<file path="src/rtl/i2s_pkg.sv">
// Shared I2S constants for the microphone receiver and the live-FFT top.
package i2s_pkg;

  localparam int I2S_SLOT_BITS   = 32;
  localparam int I2S_FRAME_BITS  = 64;
  localparam int MIC_SAMPLE_W    = 24;
  localparam int SAMPLE_RATE_DIV = 512;

  // Frame position counter and slot position widths
  localparam int BIT_IDX_W = $clog2(I2S_FRAME_BITS);
  localparam int POS_W     = $clog2(I2S_SLOT_BITS);

  // clk_25m cycles per bclk half-period that yields SAMPLE_RATE_DIV clocks per frame
  localparam int DEFAULT_CLK_DIV = SAMPLE_RATE_DIV / (2 * I2S_FRAME_BITS);

  typedef enum logic {
    CH_LEFT  = 1'b0,
    CH_RIGHT = 1'b1
  } i2s_chan_e;

  // Slot position 0 is the one-bit I2S delay; 1..width carry data MSB-first,
  // everything after is padding.
  function automatic logic slot_bit_captured(input logic [POS_W-1:0] pos,
                                             input int               width);
    return (pos != '0) && (int'(pos) <= width);
  endfunction

endpackage

</file>
<file path="src/rtl/i2s_mic_rx_if.sv">
// Sample handshake bundle between the I2S receiver and its consumer.
interface i2s_mic_rx_if #(
  parameter int SAMPLE_W = 24
) ();

  logic [SAMPLE_W-1:0] sample;
  logic                sample_valid;
  logic                sample_ready;
  logic                overrun;

  modport master (
    output sample,
    output sample_valid,
    output overrun,
    input  sample_ready
  );

  modport slave (
    input  sample,
    input  sample_valid,
    input  overrun,
    output sample_ready
  );

endinterface

</file>
<file path="src/rtl/i2s_clkgen.sv">
// Bit clock / word select generator: divides clk_25m into bclk, tracks the
// 64-bit frame position and flags the data sample point.
module i2s_clkgen
  import i2s_pkg::*;
#(
  parameter int CLK_DIV = DEFAULT_CLK_DIV
) (
  input  logic                 clk_25m,
  input  logic                 rst_n,
  output logic                 mic_bclk,
  output logic                 mic_lrclk,
  output logic [BIT_IDX_W-1:0] bit_idx,
  output logic                 sample_pt,
  output logic                 fall_pt
);

  localparam int             DIV_W    = (CLK_DIV > 1) ? $clog2(CLK_DIV) : 1;
  localparam logic [DIV_W-1:0] DIV_LAST = DIV_W'(CLK_DIV - 1);

  logic [DIV_W-1:0]     div_cnt_q, div_cnt_d;
  logic                 bclk_q, bclk_d;
  logic                 lrclk_q, lrclk_d;
  logic [BIT_IDX_W-1:0] bit_idx_q, bit_idx_d;
  logic                 div_wrap;

  // Next-state for divider, bclk, frame position and word select
  always_comb begin
    div_wrap  = (div_cnt_q == DIV_LAST);
    div_cnt_d = div_wrap ? '0 : div_cnt_q + DIV_W'(1);
    bclk_d    = bclk_q ^ div_wrap;
    // Last cycle of the high phase is both the data sample point and the
    // cycle whose closing edge drops bclk.
    sample_pt = div_wrap & bclk_q;
    fall_pt   = div_wrap & bclk_q;
    bit_idx_d = fall_pt ? bit_idx_q + BIT_IDX_W'(1) : bit_idx_q;
    // Word select follows the frame position so it moves on the bclk fall
    lrclk_d   = bit_idx_d[BIT_IDX_W-1];
  end

  // Clock generator state registers
  always_ff @(posedge clk_25m) begin
    if (!rst_n) begin
      div_cnt_q <= '0;
      bclk_q    <= 1'b0;
      lrclk_q   <= 1'b0;
      bit_idx_q <= '0;
    end else begin
      div_cnt_q <= div_cnt_d;
      bclk_q    <= bclk_d;
      lrclk_q   <= lrclk_d;
      bit_idx_q <= bit_idx_d;
    end
  end

  assign mic_bclk  = bclk_q;
  assign mic_lrclk = lrclk_q;
  assign bit_idx   = bit_idx_q;

endmodule

</file>
<file path="src/rtl/i2s_mic_rx.sv">
// I2S master receiver for the MEMS microphone: generates bclk/lrclk,
// deserialises one channel per frame and offers it on a valid/ready port.
module i2s_mic_rx
  import i2s_pkg::*;
#(
  parameter int CLK_DIV  = DEFAULT_CLK_DIV,
  parameter int SAMPLE_W = MIC_SAMPLE_W,
  parameter int CHANNEL  = 0
) (
  input  logic          clk_25m,
  input  logic          rst_n,
  output logic          mic_bclk,
  output logic          mic_lrclk,
  input  logic          mic_data,
  i2s_mic_rx_if.master  smp
);

  localparam logic             CH_BIT  = CHANNEL[0];
  localparam logic [POS_W-1:0] POS_LSB = POS_W'(SAMPLE_W);

  logic [BIT_IDX_W-1:0] bit_idx;
  logic                 sample_pt;
  logic                 fall_pt;

  i2s_clkgen #(
    .CLK_DIV (CLK_DIV)
  ) u_clkgen (
    .clk_25m   (clk_25m),
    .rst_n     (rst_n),
    .mic_bclk  (mic_bclk),
    .mic_lrclk (mic_lrclk),
    .bit_idx   (bit_idx),
    .sample_pt (sample_pt),
    .fall_pt   (fall_pt)
  );

  logic [1:0]          sync_q, sync_d;
  logic [SAMPLE_W-1:0] shift_q, shift_d;
  logic [SAMPLE_W-1:0] sample_q, sample_d;
  logic                valid_q, valid_d;
  logic                overrun_q, overrun_d;

  logic [POS_W-1:0]    pos;
  logic                in_chan;
  logic                capture;
  logic                load;
  logic [SAMPLE_W-1:0] shift_in;

  // Synchroniser, shifter and output handshake next-state
  always_comb begin
    pos      = bit_idx[POS_W-1:0];
    in_chan  = (bit_idx[BIT_IDX_W-1] == CH_BIT);
    sync_d   = {sync_q[0], mic_data};
    shift_in = {shift_q[SAMPLE_W-2:0], sync_q[1]};
    capture  = sample_pt && in_chan && slot_bit_captured(pos, SAMPLE_W);
    load     = capture && (pos == POS_LSB);

    // Start each captured slot from a clean shifter
    shift_d = shift_q;
    if (fall_pt && in_chan && (pos == '0)) begin
      shift_d = '0;
    end else if (capture) begin
      shift_d = shift_in;
    end

    sample_d  = sample_q;
    valid_d   = valid_q;
    overrun_d = overrun_q;
    if (load) begin
      // The LSB goes straight into the output word alongside the shift
      sample_d = shift_in;
      valid_d  = 1'b1;
      if (valid_q && !smp.sample_ready) begin
        overrun_d = 1'b1;
      end
    end else if (valid_q && smp.sample_ready) begin
      valid_d = 1'b0;
    end
  end

  // Receiver state registers
  always_ff @(posedge clk_25m) begin
    if (!rst_n) begin
      sync_q    <= '0;
      shift_q   <= '0;
      sample_q  <= '0;
      valid_q   <= 1'b0;
      overrun_q <= 1'b0;
    end else begin
      sync_q    <= sync_d;
      shift_q   <= shift_d;
      sample_q  <= sample_d;
      valid_q   <= valid_d;
      overrun_q <= overrun_d;
    end
  end

  assign smp.sample       = sample_q;
  assign smp.sample_valid = valid_q;
  assign smp.overrun      = overrun_q;

endmodule

</file>
<file path="src/flat_wrapper.sv">
// flat-port wrapper written by rule: the top's interface ports become plain ports
module i2s_mic_rx_flat import i2s_pkg::*;
#(
  parameter int CLK_DIV  = DEFAULT_CLK_DIV,
  parameter int SAMPLE_W = MIC_SAMPLE_W,
  parameter int CHANNEL  = 0
)
  (clk_25m, rst_n, mic_bclk, mic_lrclk, mic_data, smp_sample, smp_sample_valid, smp_overrun, smp_sample_ready);
  i2s_mic_rx_if #(.SAMPLE_W(SAMPLE_W)) smp_i ();
  input  logic clk_25m;
  input  logic rst_n;
  output logic mic_bclk;
  output logic mic_lrclk;
  input  logic mic_data;
  output wire logic [$bits(smp_i.sample)-1:0] smp_sample;
  output wire logic [$bits(smp_i.sample_valid)-1:0] smp_sample_valid;
  output wire logic [$bits(smp_i.overrun)-1:0] smp_overrun;
  input wire logic [$bits(smp_i.sample_ready)-1:0] smp_sample_ready;
  assign smp_sample = smp_i.sample;
  assign smp_sample_valid = smp_i.sample_valid;
  assign smp_overrun = smp_i.overrun;
  assign smp_i.sample_ready = smp_sample_ready;
  i2s_mic_rx #(.CLK_DIV(CLK_DIV), .SAMPLE_W(SAMPLE_W), .CHANNEL(CHANNEL)) u_core (.clk_25m(clk_25m), .rst_n(rst_n), .mic_bclk(mic_bclk), .mic_lrclk(mic_lrclk), .mic_data(mic_data), .smp(smp_i));
endmodule
</file>
<file path="config.mk">
export PLATFORM = sky130hd
export DESIGN_NAME = i2s_mic_rx_flat
export DESIGN_NICKNAME = d
export VERILOG_FILES = /design/src/rtl/i2s_pkg.sv /design/src/rtl/i2s_mic_rx_if.sv /design/src/rtl/i2s_clkgen.sv /design/src/rtl/i2s_mic_rx.sv /design/src/flat_wrapper.sv
export SDC_FILE = /design/constraint.sdc
export NUM_CORES = 1
export LEC_CHECK = 0
export CORE_MARGIN = 2
export CORE_UTILIZATION = 54
export CTS_CLUSTER_SIZE = 8
export DETAILED_ROUTE_END_ITERATION = 16
export GPL_ROUTABILITY_DRIVEN = 0
export PLACE_DENSITY_LB_ADDON = 0.08
export SLEW_MARGIN = 40
export SYNTH_ARGS = -nofsm -noshare
export SYNTH_HDL_FRONTEND = slang
export SYNTH_SLANG_ARGS = --single-unit
</file>
<file path="constraint.sdc">
create_clock -name clk_25m -period 2.3 [get_ports clk_25m]
set_clock_uncertainty 0.05 [all_clocks]
set_input_delay 0.345 -clock clk_25m [delete_from_list [all_inputs] [get_ports clk_25m]]
set_output_delay 0.345 -clock clk_25m [all_outputs]
set_load 0.005 [all_outputs]
</file>
==> results of run 1 <==
layer usage:
layer	GRT usage	vias to the layer above	wire length [microns]
met5	0	-	0
met1	0.2482	890	2286
li1	-	932	-
met4	0.06289	0	27
met2	0.3128	30	2214
met3	0.08439	2	197
final cells by class:
class | count | area, sq um | share of cell area
sequential | 60 | 1201 | 0.4015
tap | 52 | 65.06 | 0.02175
clock inverter | 2 | 10.01 | 0.003346
multi-input combinational | 156 | 1156 | 0.3864
timing repair buffer | 36 | 385.4 | 0.1288
clock buffer | 13 | 158.9 | 0.05312
inverter | 4 | 15.01 | 0.005019
layout by cell type, fill, tap and decap left out, drive strengths merged, types with 2 or more instances in the layout:
cell           count
dfxtp             60
clkdlybuf4s50     31
o21ai             25
a21boi            25
o211ai            24
mux2i             24
nand3             24
clkbuf            13
and2               9
buf                5
inv                4
ha                 4
xnor2              3
nand4              2
nand2              2
clkinv             2
power by group through the flow:
stage	logic, W	registers, W	clock network (W)
after floorplan	0.0000296	0.00107	0
after global placement	0.0000475	0.00107	0
after detailed placement	0.0000477	0.00107	0
after CTS	0.0000474	0.00105	0.000840
after global routing	0.0000516	0.00105	0.000888
final	0.0000472	0.00105	0.000815
worst paths after layout:
kind | startpoint | end | cells past startpoint
worst max-delay path | u_core.u_clkgen.div_cnt_q[0] | u_core.shift_q[0] | 6
worst min-delay path | u_core.u_clkgen.div_cnt_q[0] | u_core.u_clkgen.div_cnt_q[0] | 1
worst max register to register | u_core.u_clkgen.div_cnt_q[0] | u_core.shift_q[0] | 6
worst min register to register | u_core.u_clkgen.div_cnt_q[0] | u_core.u_clkgen.div_cnt_q[0] | 1
worst max-delay path, delay by kind of cell (launching register included):
family	cells	cell delay [ns]
multiplexers	1	0.11
AND/OR/NAND/NOR	1	0.33
AO/OA/AOI/OAI	1	0.23
buffers and inverters	1	0.28
adder cells (fa/ha/maj)	2	0.57
flip-flops	1	0.33
flip-flops by register name, summed over array words and instances, names as in the netlist:
| register | flops |
|---|---|
| u_core.smp.sample | 24 |
| u_core.shift_q | 23 |
| u_core.u_clkgen.bit_idx | 6 |
| u_core.sync_q | 2 |
| u_core.u_clkgen.div_cnt_q | 2 |
| u_core.smp.overrun | 1 |
| u_core.smp.sample_valid | 1 |
| u_core.u_clkgen.mic_bclk | 1 |
stage by stage:
step,instances,instance area [sq um]
2_1_floorplan,247,2480
4_1_cts,323,2992
3_3_place_gp,308,2823
6_report,323,2992
5_1_grt,323,2992
3_5_place_dp,308,2823
kinds of logic after synthesis:
| family | after synthesis | share of synthesized area |
|---|---|---|
| AOI/OAI and AO/OA | 77 | 0.2154 |
| xor gates and xnor gates | 4 | 0.01413 |
| DFF | 60 | 0.4844 |
| muxes | 24 | 0.09687 |
| buffers and inverters | 31 | 0.05751 |
| adders and majority gates | 4 | 0.02018 |
| and+or+nand+nor | 47 | 0.1115 |
==> metrics.sh, run 1 <==
OUTCOME='finished, final reports clean'
CRIT_TOP_CELL='sky130_fd_sc_hd__ha_1'
POST_CTS_RESIZED=0
DRCVIOLATIONCOUNT=0
CRIT_PATH_MAX_INCR_DELAY_NS=0.37
DESIGN_POWER_TOTAL_W=0.001913
CRITICAL_PATH.MAX_FANOUT=42
WORSTSETUPPATHTYPE='reg2reg'
MAXIMUM_NUMBER_OF_PINS_ON_ONE_NET_BEFORE_GLOBAL_ROUTE_REPAIR=62
FINAL_LAYOUT_SIZE_SUFFIX_GT1_FRAC=0.08487
GLOBALROUTE.TOTALOVERFLOW=0
VIA_COUNT=1854
N_ANTENNA_CELL=0
ASYNC_RESET_FF_FRAC=0
AREAGROWTHSYNTHTOFINISH_PCT=20.64
HOLD_BUFFERS=0
SWITCHING_POWER_W=0.0004011
DETAILEDPLACEMENTHPWL_MICRONS=2765
WORST_SKEW_PAIR.LATE_LATENCY_NS=0.33
PERIOD_MINUS_SLACK_NS=2.029
CTS_NUM_SINKS=60
SYNTH_LARGEST_TYPE_AREA_FRACTION=0.4844
GRTUSAGETOTAL=0.1989
NUMBER_OF_GLOBAL_ROUTE_VIAS_BEFORE_REPAIR=1708
PORTBUFFERS=31
FMAX_MHz=492.9
CP_SLOWEST_CELL='sky130_fd_sc_hd__ha_1'
TOTAL_WIRE_LENGTH_AFTER_DETAILED_ROUTING_MICRONS=4724
SHARE_CLK_OF_TOTAL_POWER=0.426
SETUP_TNS_FINAL_NS=0
FIRSTDRTPASSITERS=4
CORE_AREA_SQ_UM=4384
SYNTHTOPCELLSBYCOUNT='60 x sky130_fd_sc_hd__dfxtp_1, 25 x sky130_fd_sc_hd__a21boi_0, 25 x sky130_fd_sc_hd__o21ai_0'
FINAL_WORST_PATH_SETUP_SLACK_NS=0.2711
POWER.SHARE.SEQUENTIAL=0.549
SYNTH-WARNING-COUNT=0
SYNTH_EDF_COUNT=0
POST-ROUTE-PERIOD-UTIL=0.8821
RELSLEWSLACK=0.6749
DR.FIRST_ITER.DRC_COUNT=124
SYNTHMOSTINSTANTIATEDCELL='sky130_fd_sc_hd__dfxtp_1'
NETLIST_INSTANCES=247
YS_SEQ_ELEMENTS=60
CTS-BUFFERS-INSERTED=9
CLOCK_TREE.BUFFER_DEPTH=2
DPL_WORST_SLACK_NS=0.2998
POST-SYNTH-TOP-AREA-CELL='sky130_fd_sc_hd__dfxtp_1'
LAYOUT.FILLER_CELLS=362
INITIAL_UTILIZATION=0.5656
GLOBAL_ROUTE_WIRE_LENGTH_BEFORE_REPAIR_MICRONS=7900
WORSTSETUPENDPOINTTYPE='flip-flop'
TIMING.CRITICAL_PATH.ARRIVAL_NS=2.18
P_INT_W=0.001512
MAPPEDNETLISTAREA_SQ_UM=2480
ROUTEDWLPERCELL_MICRONS=14.63
WORSTMARGINPINSLEW_NS=0.4809
WORST_IR_DROP_VDD_V=0.0003925
DIEAREA_SQ_UM=5150
LAYOUT.CORE_UTILIZATION=0.6824
NETS=275
ANTENNA_FOUND_INITIAL=0
CTS.REPORTEDPATHS.CLKPINSLEW_NS=0.06
POST_SYNTH_MAIN_AREA_CONTRIBUTORS='sky130_fd_sc_hd__dfxtp_1 48%, sky130_fd_sc_hd__mux2i_1 9.7%, sky130_fd_sc_hd__a21boi_0 7.6%'
FLOORPLAN.DIE.HEIGHT_MICRONS=71.77
CTS_SETUP_BUFFERS=0
HOLD-WORST-SLACK_NS=0.3772
TRITONCTS='done'
MAXCAPVIOLCOUNT=0
SLEW_VIOLATIONS=0
CRITICAL_PATH.CELL_CHAIN='ha_1, ha_1, nand4bb_2, buf_12, o211ai_1, mux2i_1'
NUMBER_OF_DISTINCT_STANDARD_CELLS_REFERENCED_BY_THE_SYNTHESIZED_NETLIST=30
CLOCKROOTBUFFER='sky130_fd_sc_hd__clkbuf_8'
AVGSYNTHCELLAREA_SQ_UM=10.04
MAPPEDNETLISTNETS=255
P_COMB_FRAC=0.025
RSZ0062_AT_GRT='false'
SETUP.WORST_PATH.START_CLASS='flip-flop'
DIE_X_MICRONS=71.77
WORSTHOLDPATHTYPE='reg2reg'
R2R_SLACK_NS=0.27
HOLD_VIOL=0
AVGVIACOUNTPERCELL=5.740
SYNTH-MAIN-FF-CELL='sky130_fd_sc_hd__dfxtp_1'
DRTANTENNAVIOLNETS=0
POWER-PER-CELL-AREA_nW_PER_UM2=639.4
H-TREE-DEPTH=3
SWSHARE=0.2097
FINALSETUPVIOLCOUNT=0
I_O_PIN_CNT=32
SYNTH_SEQUENTIAL_AREA_RATIO=0.4844
CORE.ROWCOUNT=24
P_LEAK_nW=0.9674
WORST-ENDPOINT-REQUIRED_NS=2.45
Power figures use the tool's default switching activity.
==> run 2: changes to the inputs <==
==> constraint.sdc (replaced) <==
create_clock -name clk_25m -period 1.9 [get_ports clk_25m]
set_clock_uncertainty 0.05 [all_clocks]
set_input_delay 0.285 -clock clk_25m [delete_from_list [all_inputs] [get_ports clk_25m]]
set_output_delay 0.285 -clock clk_25m [all_outputs]
set_load 0.005 [all_outputs]
==> metrics.sh, run 2 (same netlist as run 1, synthesis figures left out) <==
OUTCOME='finished, final reports clean'  # unchanged
MOST_FREQUENT_CELLS_IN_THE_LAYOUT='60 x sky130_fd_sc_hd__dfxtp_1, 31 x sky130_fd_sc_hd__clkdlybuf4s50_1, 25 x sky130_fd_sc_hd__o21ai_0, 25 x sky130_fd_sc_hd__a21boi_0'  # unchanged
MAXCAPVIOLCOUNT=0  # unchanged
WORSTSETUPSTARTPOINT='u_core.u_clkgen.bit_idx[0]'  # was u_core.u_clkgen.div_cnt_q[0]
LAYOUT.FILLER_CELLS=363  # was 362
LARGEST_REG_FLOPS=24  # unchanged
POST-PLACE-CELLS=311  # was 308
N_ANTENNA_CELL=0  # unchanged
AREAGROWTHSYNTHTOFINISH_PCT=25.23  # was 20.64%
CRITICAL_PATH.CELL_CHAIN='inv_1, ha_1, nor4b_1, a2111oi_4, buf_4, clkbuf_16, mux2i_1'  # was ha_1, ha_1, nand4bb_2, buf_12, o211ai_1, mux2i_1
DR.FIRST_ITER.DRC_COUNT=118  # was 124
HOLD-WORST-SLACK_NS=0.3869  # was 0.3772 ns
CORE_AREA_SQ_UM=4384  # unchanged
WORSTHOLDPATHTYPE='reg2reg'  # unchanged
GRTUSAGETOTAL=0.1946  # was 0.1989
MIN-DELAY-START='u_core.sync_q[0]'  # was u_core.u_clkgen.div_cnt_q[0]
WORST_IR_DROP_VDD_V=0.0004698  # was 0.0003925 V
CLOCK_TREE.BUFFER_DEPTH=2  # unchanged
DRTANTENNAVIOLNETS=0  # unchanged
HOLD_VIOL=0  # unchanged
CRITICAL_PATH.MAX_FANOUT=11  # was 42
WORSTSETUPENDPOINTTYPE='flip-flop'  # unchanged
CORE.ROWCOUNT=24  # unchanged
SETUP.WORST_PATH.START_CLASS='flip-flop'  # unchanged
CTS.REPORTEDPATHS.CLKPINSLEW_NS=0.06  # about the same
CTS_NUM_SINKS=60  # unchanged
FINAL_WORST_PATH_SETUP_SLACK_NS=0.1107  # was 0.2711 ns
PERIOD_MINUS_SLACK_NS=1.789  # was 2.029 ns
TRITONCTS='done'  # unchanged
RELSLEWSLACK=0.6662  # was 0.6749
WORST-R2R-CELL-COUNT=7  # was 6
TIMING.CRITICAL_PATH.ARRIVAL_NS=1.99  # was 2.18 ns
VIA_COUNT=1883  # was 1,854
PLACED_CELL_AREA_SQ_UM=2858  # was 2823 sq um
WORSTSETUPPATHTYPE='reg2reg'  # unchanged
CP_SLOWEST_CELL='sky130_fd_sc_hd__dfxtp_1'  # was sky130_fd_sc_hd__ha_1
NUMBER_OF_GLOBAL_ROUTE_VIAS_BEFORE_REPAIR=1713  # was 1,708
ANTENNA_FOUND_INITIAL=0  # unchanged
DETAILEDPLACEMENTHPWL_MICRONS=2729  # was 2765 microns
WORST_R2R_STARTPOINT='u_core.u_clkgen.bit_idx[0]'  # was u_core.u_clkgen.div_cnt_q[0]
PORTBUFFERS=31  # unchanged
P_LEAK_nW=1.011  # was 0.9674 nW
ROUTEDWLPERCELL_MICRONS=14.56  # was 14.63 microns
MOST_FREQUENT_STANDARD_CELL_IN_THE_LAYOUT_EXCLUDING_FILL_AND_TAP_CELLS='sky130_fd_sc_hd__dfxtp_1'  # unchanged
CRIT_PATH_MAX_INCR_DELAY_NS=0.40  # was 0.37 ns
DIEAREA_SQ_UM=5150  # unchanged
FLOORPLAN.DIE.HEIGHT_MICRONS=71.77  # unchanged
HOLD_PATH_DEPTH=1  # unchanged
DRCVIOLATIONCOUNT=0  # unchanged
FMAX_MHz=558.9  # was 492.9 MHz
CTS-BUFFERS-INSERTED=9  # unchanged
CLOCKROOTBUFFER='sky130_fd_sc_hd__clkbuf_8'  # unchanged
DPL_WORST_SLACK_NS=0.1139  # was 0.2998 ns
TOTAL_WIRE_LENGTH_AFTER_DETAILED_ROUTING_MICRONS=4777  # was 4724 microns
SLEW_VIOLATIONS=0  # unchanged
POWER-PER-CELL-AREA_nW_PER_UM2=804.4  # was 639.4 nW/um^2
REG2REG_TO='u_core.shift_q[4]'  # was u_core.shift_q[0]
GLOBAL_ROUTE_WIRE_LENGTH_BEFORE_REPAIR_MICRONS=7886  # was 7900 microns
GLOBALROUTE.TOTALOVERFLOW=0  # unchanged
WORST_SKEW_PAIR.LATE_LATENCY_NS=0.33  # about the same
AVGVIACOUNTPERCELL=5.741  # was 5.740
H-TREE-DEPTH=3  # unchanged
NETS=280  # was 275
I_O_PIN_CNT=32  # unchanged
DIE_X_MICRONS=71.77  # unchanged
WORSTMARGINPINSLEW_NS=0.4938  # was 0.4809 ns
HOLDPATHEND='u_core.sync_q[1]'  # was u_core.u_clkgen.div_cnt_q[0]
FINALSETUPVIOLCOUNT=0  # unchanged
HOLD_BUFFERS=0  # unchanged
FINAL_AREA_SQ_UM=3105  # was 2992 sq um
POST-ROUTE-PERIOD-UTIL=0.9417  # was 0.8821
NON_FILLER_INSTANCE_COUNT_AFTER_LAYOUT=328  # was 323
INITIAL_UTILIZATION=0.5656  # unchanged
FIRSTDRTPASSITERS=4  # unchanged
FINAL_LAYOUT_SIZE_SUFFIX_GT1_FRAC=0.1051  # was 0.08487
WORST-ENDPOINT-REQUIRED_NS=2.11  # was 2.45 ns
MAXIMUM_NUMBER_OF_PINS_ON_ONE_NET_BEFORE_GLOBAL_ROUTE_REPAIR=62  # unchanged
R2R_SLACK_NS=0.11  # was 0.27 ns
-- run 2: cell count changes in the layout (fill, tap and decap cells not counted), sizes merged --
cell    before  now
buf          5    9
bufinv       0    1
clkbuf      13   15
clkinv       2    0
-- run 2: area by class of cell --
type	instances	area, sq um	share of cell area
Timing Repair Buffer	41	452.9	0.1458
Multi-Input combinational cell	156	1169	0.3763
Clock inverter	1	30.03	0.009670
Inverter	4	15.01	0.004835
Clock buffer	14	172.7	0.05560
Tap cell	52	65.06	0.02095
Sequential cell	60	1201	0.3868
-- run 2: stage by stage --
stage / setup TNS, ns / utilization / total power (W)
floorplan: 0 / - / 0.001334
global placement: 0 / 0.6518 / 0.001357
detailed placement: 0 / 0.6518 / 0.001357
CTS: 0 / 0.6981 / 0.002517
global route: -0.1433 / 0.7083 / 0.002573
finish: 0 / 0.7083 / 0.002498
-- run 2: how the worst max path moves through the flow --
stage / to / cells past startpoint / slack, ns
6_report: u_core.shift_q[4] / 7 / 0.11
5_1_grt: u_core.shift_q[5] / 7 / -0.03
4_1_cts: u_core.shift_q[9] / 6 / 0.07
3_5_place_dp: u_core.shift_q[9] / 6 / 0.11
3_3_place_gp: u_core.shift_q[20] / 6 / 0.11
2_1_floorplan: u_core.shift_q[10] / 7 / 0.08
-- run 2: report_power, final --
group / internal, W / switching [W] / total, W
logic: 0.0000303 / 0.0000286 / 0.0000590
registers: 0.00127 / 0.00000510 / 0.00127
clock network: 0.000708 / 0.000459 / 0.00117
-- run 2: timing repair --
action / 4_1_cts / 5_1_grt
endpoints found under the hold margin: 0 / 0
buffers inserted: 0 / 1
setup endpoints to repair: 0 / 24
gates resized for setup: 0 / 2
-- run 2: worst max-delay path: cells and delay by family, from the launching register on --
family,cells,cell delay [ns]
muxes,1,0.18
adders and majority gates,1,0.20
and+or+nand+nor,1,0.16
AOI/OAI and AO/OA,1,0.28
buffers and inverters,3,0.44
DFF,1,0.40
-- run 2: routing by layer --
layer	wire, microns	part of all wire	track usage
met5	0	0	0
met4	66	0.014	0.1006
met3	172	0.036	0.04219
met2	2157	0.45	0.2973
met1	2380	0.50	0.2591
